### config.mk
export PLATFORM = sky130hd
export DESIGN_NAME = ds_seq_ctrl
export DESIGN_NICKNAME = d
export VERILOG_FILES = /design/src/rtl/ds_pkg.sv /design/src/rtl/ds_addr_gen.sv /design/src/rtl/ds_seq_ctrl.sv
export SDC_FILE = /design/constraint.sdc
export NUM_CORES = 1
export LEC_CHECK = 0
export ABC_CLOCK_PERIOD_IN_PS = 4100
export BUFFER_PORTS_ARGS = -buffer_cell sky130_fd_sc_hd__buf_2
export CAP_MARGIN = 20
export CORE_MARGIN = 1
export CORE_UTILIZATION = 58
export CTS_CLUSTER_DIAMETER = 80
export CTS_CLUSTER_SIZE = 30
export DETAILED_ROUTE_END_ITERATION = 7
export PLACE_DENSITY = 0.85
export SYNTH_ARGS = -nofsm -noshare
export SYNTH_HDL_FRONTEND = slang
export SYNTH_SLANG_ARGS = --single-unit
### constraint.sdc
create_clock -name clock -period 4.1 [get_ports clock]
set_input_delay 0.82 -clock clock [delete_from_list [all_inputs] [get_ports clock]]
set_output_delay 0.82 -clock clock [all_outputs]
set_load 0.01 [all_outputs]
### src/rtl/ds_pkg.sv
// ds_pkg: shared widths, default destination base and FSM state encodings for the downsampler
package ds_pkg;
    localparam int ADDR_W = 32;
    localparam int DATA_W = 32;
    localparam logic [ADDR_W-1:0] DST_BASE_DEF = 32'h0001_0000;
    localparam logic [2:0] S_IDLE   = 3'd0;
    localparam logic [2:0] S_RD_REQ = 3'd1;
    localparam logic [2:0] S_WR_REQ = 3'd2;
    localparam logic [2:0] S_NEXT   = 3'd3;
    localparam logic [2:0] S_DONE   = 3'd4;
endpackage

### src/rtl/ds_addr_gen.sv
// ds_addr_gen: row/col walker producing source and destination word addresses for 2:1 downsampling
module ds_addr_gen
    import ds_pkg::*;
#(
    parameter int IMG_W = 256,
    parameter int IMG_H = 256,
    parameter logic [ADDR_W-1:0] DST_BASE = DST_BASE_DEF
) (
    input  logic              clock,
    input  logic              rst,
    input  logic              clr,
    input  logic              advance,
    output logic [ADDR_W-1:0] src_addr,
    output logic [ADDR_W-1:0] dst_addr,
    output logic              last
);
    localparam int CW = (IMG_W / 2 > 1) ? $clog2(IMG_W / 2) : 1;
    localparam int RW = (IMG_H / 2 > 1) ? $clog2(IMG_H / 2) : 1;
    localparam logic [CW-1:0] COL_MAX = CW'(IMG_W / 2 - 1);
    localparam logic [RW-1:0] ROW_MAX = RW'(IMG_H / 2 - 1);

    logic [CW-1:0]     col;
    logic [RW-1:0]     row;
    logic [ADDR_W-1:0] src_row_base;
    logic              col_end;
    logic              row_end;

    assign col_end  = col == COL_MAX;
    assign row_end  = row == ROW_MAX;
    assign last     = col_end && row_end;
    assign src_addr = src_row_base + (ADDR_W'(col) << 1);
    assign dst_addr = DST_BASE + ADDR_W'(row) * ADDR_W'(IMG_W / 2) + ADDR_W'(col);

    // step col, wrapping into the next retained source row; src_row_base tracks 2*row*IMG_W
    always_ff @(posedge clock) begin
        if (rst || clr) begin
            col          <= '0;
            row          <= '0;
            src_row_base <= '0;
        end else if (advance) begin
            if (!col_end) begin
                col <= col + CW'(1);
            end else begin
                col <= '0;
                if (!row_end) begin
                    row          <= row + RW'(1);
                    src_row_base <= src_row_base + ADDR_W'(2 * IMG_W);
                end
            end
        end
    end
endmodule

### src/rtl/ds_seq_ctrl.sv
// ds_seq_ctrl: frame sequencer issuing read/write pairs per retained pixel and driving the pixel counter
module ds_seq_ctrl
    import ds_pkg::*;
#(
    parameter int IMG_W = 256,
    parameter int IMG_H = 256,
    parameter logic [ADDR_W-1:0] DST_BASE = DST_BASE_DEF
) (
    input  logic              clock,
    input  logic              rst,
    input  logic              start,
    output logic              busy,
    output logic              done,
    output logic              mem_req,
    output logic              mem_we,
    output logic [ADDR_W-1:0] mem_addr,
    input  logic              mem_ack,
    input  logic [DATA_W-1:0] mem_rdata,
    output logic [DATA_W-1:0] mem_wdata,
    output logic              cnt_rst,
    output logic              cnt_inc
);
    logic [2:0]        state;
    logic              fin;
    logic              clr;
    logic              advance;
    logic [ADDR_W-1:0] src_addr;
    logic [ADDR_W-1:0] dst_addr;
    logic              last;

    // indices clear when a frame is accepted and step as each write completes,
    // so the next source address is already valid during NEXT
    assign clr     = state == S_IDLE && start;
    assign advance = state == S_WR_REQ && mem_ack;

    ds_addr_gen #(
        .IMG_W   (IMG_W),
        .IMG_H   (IMG_H),
        .DST_BASE(DST_BASE)
    ) u_addr_gen (
        .clock   (clock),
        .rst     (rst),
        .clr     (clr),
        .advance (advance),
        .src_addr(src_addr),
        .dst_addr(dst_addr),
        .last    (last)
    );

    // FSM with registered outputs; mem_wdata doubles as the read-data register
    always_ff @(posedge clock) begin
        if (rst) begin
            state     <= S_IDLE;
            fin       <= 1'b0;
            busy      <= 1'b0;
            done      <= 1'b0;
            mem_req   <= 1'b0;
            mem_we    <= 1'b0;
            mem_addr  <= '0;
            mem_wdata <= '0;
            cnt_rst   <= 1'b0;
            cnt_inc   <= 1'b0;
        end else begin
            cnt_rst <= 1'b0;
            cnt_inc <= 1'b0;
            done    <= 1'b0;
            case (state)
                S_IDLE: if (start) begin
                    state   <= S_RD_REQ;
                    busy    <= 1'b1;
                    cnt_rst <= 1'b1;
                end
                S_RD_REQ: if (!mem_req) begin
                    mem_req  <= 1'b1;
                    mem_we   <= 1'b0;
                    mem_addr <= src_addr;
                end else if (mem_ack) begin
                    mem_we    <= 1'b1;
                    mem_addr  <= dst_addr;
                    mem_wdata <= mem_rdata;
                    state     <= S_WR_REQ;
                end
                S_WR_REQ: if (mem_ack) begin
                    mem_req <= 1'b0;
                    mem_we  <= 1'b0;
                    cnt_inc <= 1'b1;
                    fin     <= last;
                    state   <= S_NEXT;
                end
                S_NEXT: if (fin) begin
                    done  <= 1'b1;
                    state <= S_DONE;
                end else begin
                    mem_req  <= 1'b1;
                    mem_we   <= 1'b0;
                    mem_addr <= src_addr;
                    state    <= S_RD_REQ;
                end
                S_DONE: begin
                    busy  <= 1'b0;
                    state <= S_IDLE;
                end
                default: state <= S_IDLE;
            endcase
        end
    end
endmodule
==> flow_metrics.py, run 1 <==
metrics = {
    "clock_tree": {
        "clock-root-buffer": "clkbuf_8",
        "clk_pin_slew_ns": 0.12,
        "cts_tree": "built",
        "post_cts_buffers": 0,
        "clk_path_buf_depth": 2,
        "cts_sinks": 111,
        "cts_hold_buf": 0,
        "cts_resized": 0,
        "insertion_delay_ns": 0.38,
        "cts_buffers": 9,
        "h-tree-depth": 3,
    },
    "synthesis": {
        "ys.warnings.count": 0,
        "synth.top_cell.area_share_pct": 47.8,
        "synth_commonest_cells": "111 x dfxtp_1, 91 x nand2_1, 58 x a21oi_1",
        "async_flop_share_pct": 0,
        "syn_nets": 586,
        "syn_inst": 547,
        "synth_seq_cells": 111,
        "synth_largest_area_cell": "dfxtp_1",
        "yosys-top-cells-area": "dfxtp_1 48%, nand2_1 7.4%, a21oi_1 6.2%",
        "synth_edf_count": 0,
        "synth.most_common_cell": "dfxtp_1",
        "seq_area_frac_synth_pct": 47.8,
        "synth_ff_type": "dfxtp_1",
        "ys_types": 46,
        "netlist_area_um2": 4650,
        "syn_avg_cell_area_um2": 8.50,
    },
    "setup_path": {
        "r2r-end": "u_addr_gen.src_row_base[29]",
        "crit_end": "u_addr_gen.src_row_base[29]",
        "reg2regPathDepth": 7,
        "critPathRequiredTime_ns": 4.40,
        "worst_setup_path_end_kind": "flip-flop",
        "worst-setup-path-type": "reg2reg",
        "critPathLaunch": "state[1]",
        "startpoint_type": "flip-flop",
        "worst-path-max-fanout": 24,
        "cp.arrival_ns": 2.99,
        "r2r_start": "state[1]",
        "rrSetupSlack_ns": 1.42,
    },
    "global_routing": {
        "grt_pass1_vias": 3940,
        "grtUsageTotal_pct": 26.3,
        "grt_pass1_wl_um": 18000,
        "antenna_found_initial": 0,
        "grt_overflow": 0,
        "grt_max_degree": 56,
    },
    "power": {
        "seqPwrFrac_pct": 56.5,
        "power_uw": 2000,
        "internal_power_uw": 1440,
        "ir_drop_v": 0.000233,
        "power_leakage_uw": 0.00212,
        "clkPwrFrac_pct": 32.7,
        "switchingPower_uw": 555,
        "p_per_area_nw_per_um2": 367,
        "p_comb_share_pct": 10.8,
        "swShare_pct": 27.8,
    },
    "sta": {
        "hold_violations": 0,
        "rsz0062_at_grt": "no",
        "setup_violations": 0,
        "slew_headroom_pct": 42.2,
        "setup_tns_ns": 0,
        "fin_skew_ns": 0.0163,
        "tightest_slew_ns": 0.856,
        "period_needed_ns": 2.68,
        "finalCritPeriodShare_pct": 65.4,
        "worst_slack_ns": 1.42,
        "fmax_mhz": 373,
        "fin_hold_ws_ns": 0.460,
        "final_max_slew_viol_count": 0,
    },
    "die": {
        "core_area_um2": 7730,
        "fp.dieH_um": 91.5,
        "rows": 32,
        "die_w_um": 91.5,
        "boundaryPins": 106,
        "start_util_pct": 60.1,
        "die_area_um2": 8370,
    },
    "placement": {
        "dp_cells": 723,
        "port_buffers": 105,
        "dpl.hpwl_um": 7620,
        "gp_congestion": 0.858,
        "pre_cts_ws_ns": 0.980,
    },
    "outcome": {
        "outcome": "finished, final reports clean",
    },
    "finish": {
        "finish.net_count": 673,
        "drive_gt1_share_pct": 21.8,
        "multi_input_area_um2": 2230,
        "instances_no_fill": 741,
        "area_growth_pct": 17.2,
        "fill_cells": 615,
        "layout.area.seq_um2": 2220,
        "antennaDiodeCount": 0,
    },
    "route": {
        "drc": 0,
        "viasPerCell": 5.89,
        "firstDrtPassIters": 5,
        "ant_nets": 0,
        "wirelength_um": 11300,
        "drtIter0Drc": 299,
        "vias": 4367,
        "wl_per_cell_um": 15.3,
    },
    "worst_hold_path": {
        "worstHoldPathCells": 2,
        "hp-class": "reg2reg",
    },
    "job": {
        "cap_viol_max_count": 0,
    },
}
[power by group through the flow]
stage	Clock [uW]	Sequential [uW]	Combinational, uW
after CTS	660	1130	210
after global placement	0	1150	203
final	653	1130	216
after global routing	703	1130	237
after detailed placement	0	1150	210
after floorplan	0	1160	129
[per-layer routing]
metal / share of wire (%) / global-route usage, % / up-vias
met5: 0 / 0 / -
met4: 2.0 / 11.6 / 0
met3: 4.8 / 3.94 / 21
met2: 50 / 44.0 / 146
met1: 43 / 33.5 / 2063
li1: - / - / 2137
[area by class of cell]
class | instances | area share (%)
Tap cell | 102 | 2.34
Clock buffer | 10 | 2.53
Inverter | 10 | 0.689
Timing Repair Buffer | 117 | 11.6
Clock inverter | 6 | 1.13
Sequential cell | 111 | 40.8
Multi-Input combinational cell | 385 | 40.9
[cells in the final DEF, fill, tap and decap left out, types with 5 or more instances in the layout]
cell type / count
a211oi_1: 14
a22oi_1: 19
buf_2: 105
nor3_1: 7
nand4_1: 5
o21ai_0: 5
buf_4: 10
a21oi_1: 58
mux2i_1: 21
nor4_1: 9
or4_1: 15
o31ai_1: 15
dfxtp_1: 111
nand3_1: 19
and3_1: 5
nor2_1: 44
or3_1: 13
clkbuf_8: 11
nand2_1: 91
inv_1: 9
[cells by family after synthesis]
kind of cell    synth area share [%]
buf+inv                         4.42
simple gates                    23.9
xor+xnor                       0.943
flops                           47.8
fa+ha+maj                      0.808
compound gates                  17.6
mux                             4.52
[registers in the layout, indices dropped and copies added, names as in the netlist]
register,count
busy,1
cnt_inc,1
cnt_rst,1
done,1
fin,1
mem_addr,32
mem_req,1
mem_wdata,32
mem_we,1
state,3
u_addr_gen.col,7
u_addr_gen.row,7
u_addr_gen.src_row_base,23
[worst max-delay path, stage by stage, from the launching register on]
cell and delay [ns]:
dfxtp_1 0.63, nand4bb_1 0.15, buf_4 0.19, or3_1 0.64, buf_8 0.27, buf_4 0.15
nor4_1 0.34, mux2i_1 0.23
[stage by stage]
| stage | cell area, um^2 | utilization (%) |
|---|---|---|
| finish | 5440 | 70.5 |
| detailed placement | 5220 | 67.5 |
| global route | 5440 | 70.5 |
| floorplan | 4650 | - |
| global placement | 5220 | 67.5 |
| CTS | 5420 | 70.1 |
[worst min path at each step]
| stage | from | endpoint | slack (ns) |
|---|---|---|---|
| floorplan | u_addr_gen.src_row_base[31] | u_addr_gen.src_row_base[31] | 0.44 |
| CTS | mem_wdata[31] | mem_wdata[31] | 0.46 |
| global route | mem_wdata[31] | mem_wdata[31] | 0.48 |
| finish | mem_wdata[24] | mem_wdata[24] | 0.46 |
| global placement | mem_wdata[29] | mem_wdata[29] | 0.44 |
| detailed placement | mem_wdata[31] | mem_wdata[31] | 0.45 |
Note: power is estimated with default switching activity, not from simulation.
==> inputs of run 2 (changes only) <==
--- a/config.mk
+++ b/config.mk
@@ -5,15 +5,15 @@
 export SDC_FILE = /design/constraint.sdc
 export NUM_CORES = 1
 export LEC_CHECK = 0
-export ABC_CLOCK_PERIOD_IN_PS = 4100
+export ABC_CLOCK_PERIOD_IN_PS = 2480
 export BUFFER_PORTS_ARGS = -buffer_cell sky130_fd_sc_hd__buf_2
 export CAP_MARGIN = 20
 export CORE_MARGIN = 1
-export CORE_UTILIZATION = 58
+export CORE_UTILIZATION = 54
 export CTS_CLUSTER_DIAMETER = 80
 export CTS_CLUSTER_SIZE = 30
 export DETAILED_ROUTE_END_ITERATION = 7
-export PLACE_DENSITY = 0.85
+export PLACE_DENSITY = 0.8
 export SYNTH_ARGS = -nofsm -noshare
 export SYNTH_HDL_FRONTEND = slang
 export SYNTH_SLANG_ARGS = --single-unit
==> constraint.sdc (replaced) <==
create_clock -name clock -period 2.48 [get_ports clock]
set_input_delay 0.496 -clock clock [delete_from_list [all_inputs] [get_ports clock]]
set_output_delay 0.496 -clock clock [all_outputs]
set_load 0.01 [all_outputs]
==> flow_metrics.py, run 2 (same netlist as run 1, synthesis figures left out) <==
metrics = {
    "route": {
        "firstDrtPassIters": 5,
        "ant_nets": 0,
        "wirelength_um": 11100,
        "viasPerCell": 5.80,
        "vias": 4336,
        "wl_per_cell_um": 14.8,
        "drc": 0,
        "drtIter0Drc": 284,
    },
    "finish": {
        "antennaDiodeCount": 0,
        "final_cell_mix": "111 x dfxtp_1, 105 x buf_2, 91 x nand2_1",
        "final_core_util_pct": 65.8,
        "finish.net_count": 676,
        "multi_input_area_um2": 2230,
        "fill_cells": 729,
        "drive_gt1_share_pct": 22.0,
        "reg.largest.list": "mem_addr (32), mem_wdata (32), u_addr_gen.src_row_base (23)",
        "area_growth_pct": 17.0,
        "instances_no_fill": 747,
        "layout.area.seq_um2": 2220,
        "final_common_cell": "dfxtp_1",
    },
    "placement": {
        "dp_cells": 731,
        "port_buffers": 105,
        "gp_congestion": 0.894,
        "dpl.hpwl_um": 7610,
    },
    "sta": {
        "fmax_mhz": 435,
        "hold_violations": 0,
        "setup_tns_ns": 0,
        "fin_hold_ws_ns": 0.353,
        "tightest_slew_ns": 0.516,
        "period_needed_ns": 2.30,
        "finalCritPeriodShare_pct": 92.7,
        "slew_headroom_pct": 65.3,
        "setup_violations": 0,
        "final_max_slew_viol_count": 0,
        "rsz0062_at_grt": "no",
        "fin_skew_ns": 0.0122,
    },
    "setup_path": {
        "worst_path_max_delay_cell": "or4_1",
        "cp.arrival_ns": 2.58,
        "critPathRequiredTime_ns": 2.76,
        "worst-setup-path-type": "reg2reg",
        "crit_path_cell_trace": "ha_1, nand3_1, or3_1, buf_4, or4_1, a21oi_1",
        "worst_setup_path_end_kind": "flip-flop",
        "cpPeakStageDelay_ns": 0.52,
        "worst-path-max-fanout": 45,
        "startpoint_type": "flip-flop",
    },
    "clock_tree": {
        "clk_pin_slew_ns": 0.11,
        "post_cts_buffers": 0,
        "h-tree-depth": 3,
        "clock-root-buffer": "clkbuf_8",
        "cts_hold_buf": 0,
        "clk_path_buf_depth": 2,
        "cts_sinks": 111,
        "cts_tree": "built",
        "cts_buffers": 9,
        "insertion_delay_ns": 0.36,
        "cts_resized": 0,
    },
    "die": {
        "start_util_pct": 56.3,
        "fp.dieH_um": 94.8,
        "boundaryPins": 106,
        "die_w_um": 94.8,
        "core_area_um2": 8260,
        "rows": 33,
        "die_area_um2": 8980,
    },
    "global_routing": {
        "grt_overflow": 0,
        "grt_pass1_wl_um": 17100,
        "antenna_found_initial": 0,
        "grtUsageTotal_pct": 23.8,
        "use_met1_pct": 31.9,
        "busiest_layer": "met2",
        "grt_max_degree": 46,
        "gr-usage-met3_pct": 3.62,
        "grt_pass1_vias": 3667,
        "met2_usage_pct": 38.5,
    },
    "power": {
        "p_per_area_nw_per_um2": 595,
        "power_leakage_uw": 0.00212,
        "ir_drop_v": 0.000280,
    },
    "worst_hold_path": {
        "hp-class": "in2reg",
    },
    "job": {
        "cap_viol_max_count": 0,
    },
    "outcome": {
        "outcome": "finished, final reports clean",
    },
}
-- run 2: cell types whose count changed in the layout (fill, tap and decap cells not counted) --
cell,delta
clkinv_4,+1
buf_4,+5
clkbuf_8,-2
clkinv_8,-1
inv_6,+1
clkbuf_1,+1
inv_8,-1
buf_8,-1
-- run 2: worst paths after layout --
kind	start	to	slack, ns	cells after the start
hold reg to reg	mem_wdata[28]	mem_wdata[28]	0.46	2
setup / recovery	u_addr_gen.col[0]	u_addr_gen.row[5]	0.18	6
hold / removal	mem_rdata[25]	mem_wdata[25]	0.35	3
setup reg to reg	u_addr_gen.col[0]	u_addr_gen.row[5]	0.18	6
-- run 2: area by class of cell --
class	count	area share, %
Clock buffer	10	2.35
Clock inverter	6	0.944
Multi-Input combinational cell	385	41.0
Inverter	10	0.690
Sequential cell	111	40.9
Tap cell	105	2.42
Timing Repair Buffer	120	11.7
-- run 2: through the flow --
step	area, um^2	setup slack, ns	power, uW
after CTS	5440	0.198	3250
after global routing	5440	0.0535	3360
after detailed placement	5260	0.250	2260
final	5440	0.180	3240
after floorplan	4650	0.405	2130
after global placement	5260	0.326	2250
-- run 2: report_power, final --
group / total [uW] / switching [uW] / internal, uW
Sequential: 1860 / 31.1 / 1830
Combinational: 359 / 220 / 140
Clock: 1020 / 634 / 383
-- run 2: per-layer routing --
layer,up-vias,wire length [um]
li1,2138,-
met3,12,540
met2,136,5400
met4,0,112
met1,2050,5010
met5,-,0
-- run 2: worst max-delay path, delay by kind of cell, from the launching register on --
| kind | cells | cell delay [ns] |
|---|---|---|
| adder cells (fa/ha/maj) | 1 | 0.24 |
| AND/OR/NAND/NOR | 3 | 1.07 |
| AO/OA/AOI/OAI | 1 | 0.19 |
| buffers and inverters | 1 | 0.26 |
| flip-flops | 1 | 0.44 |
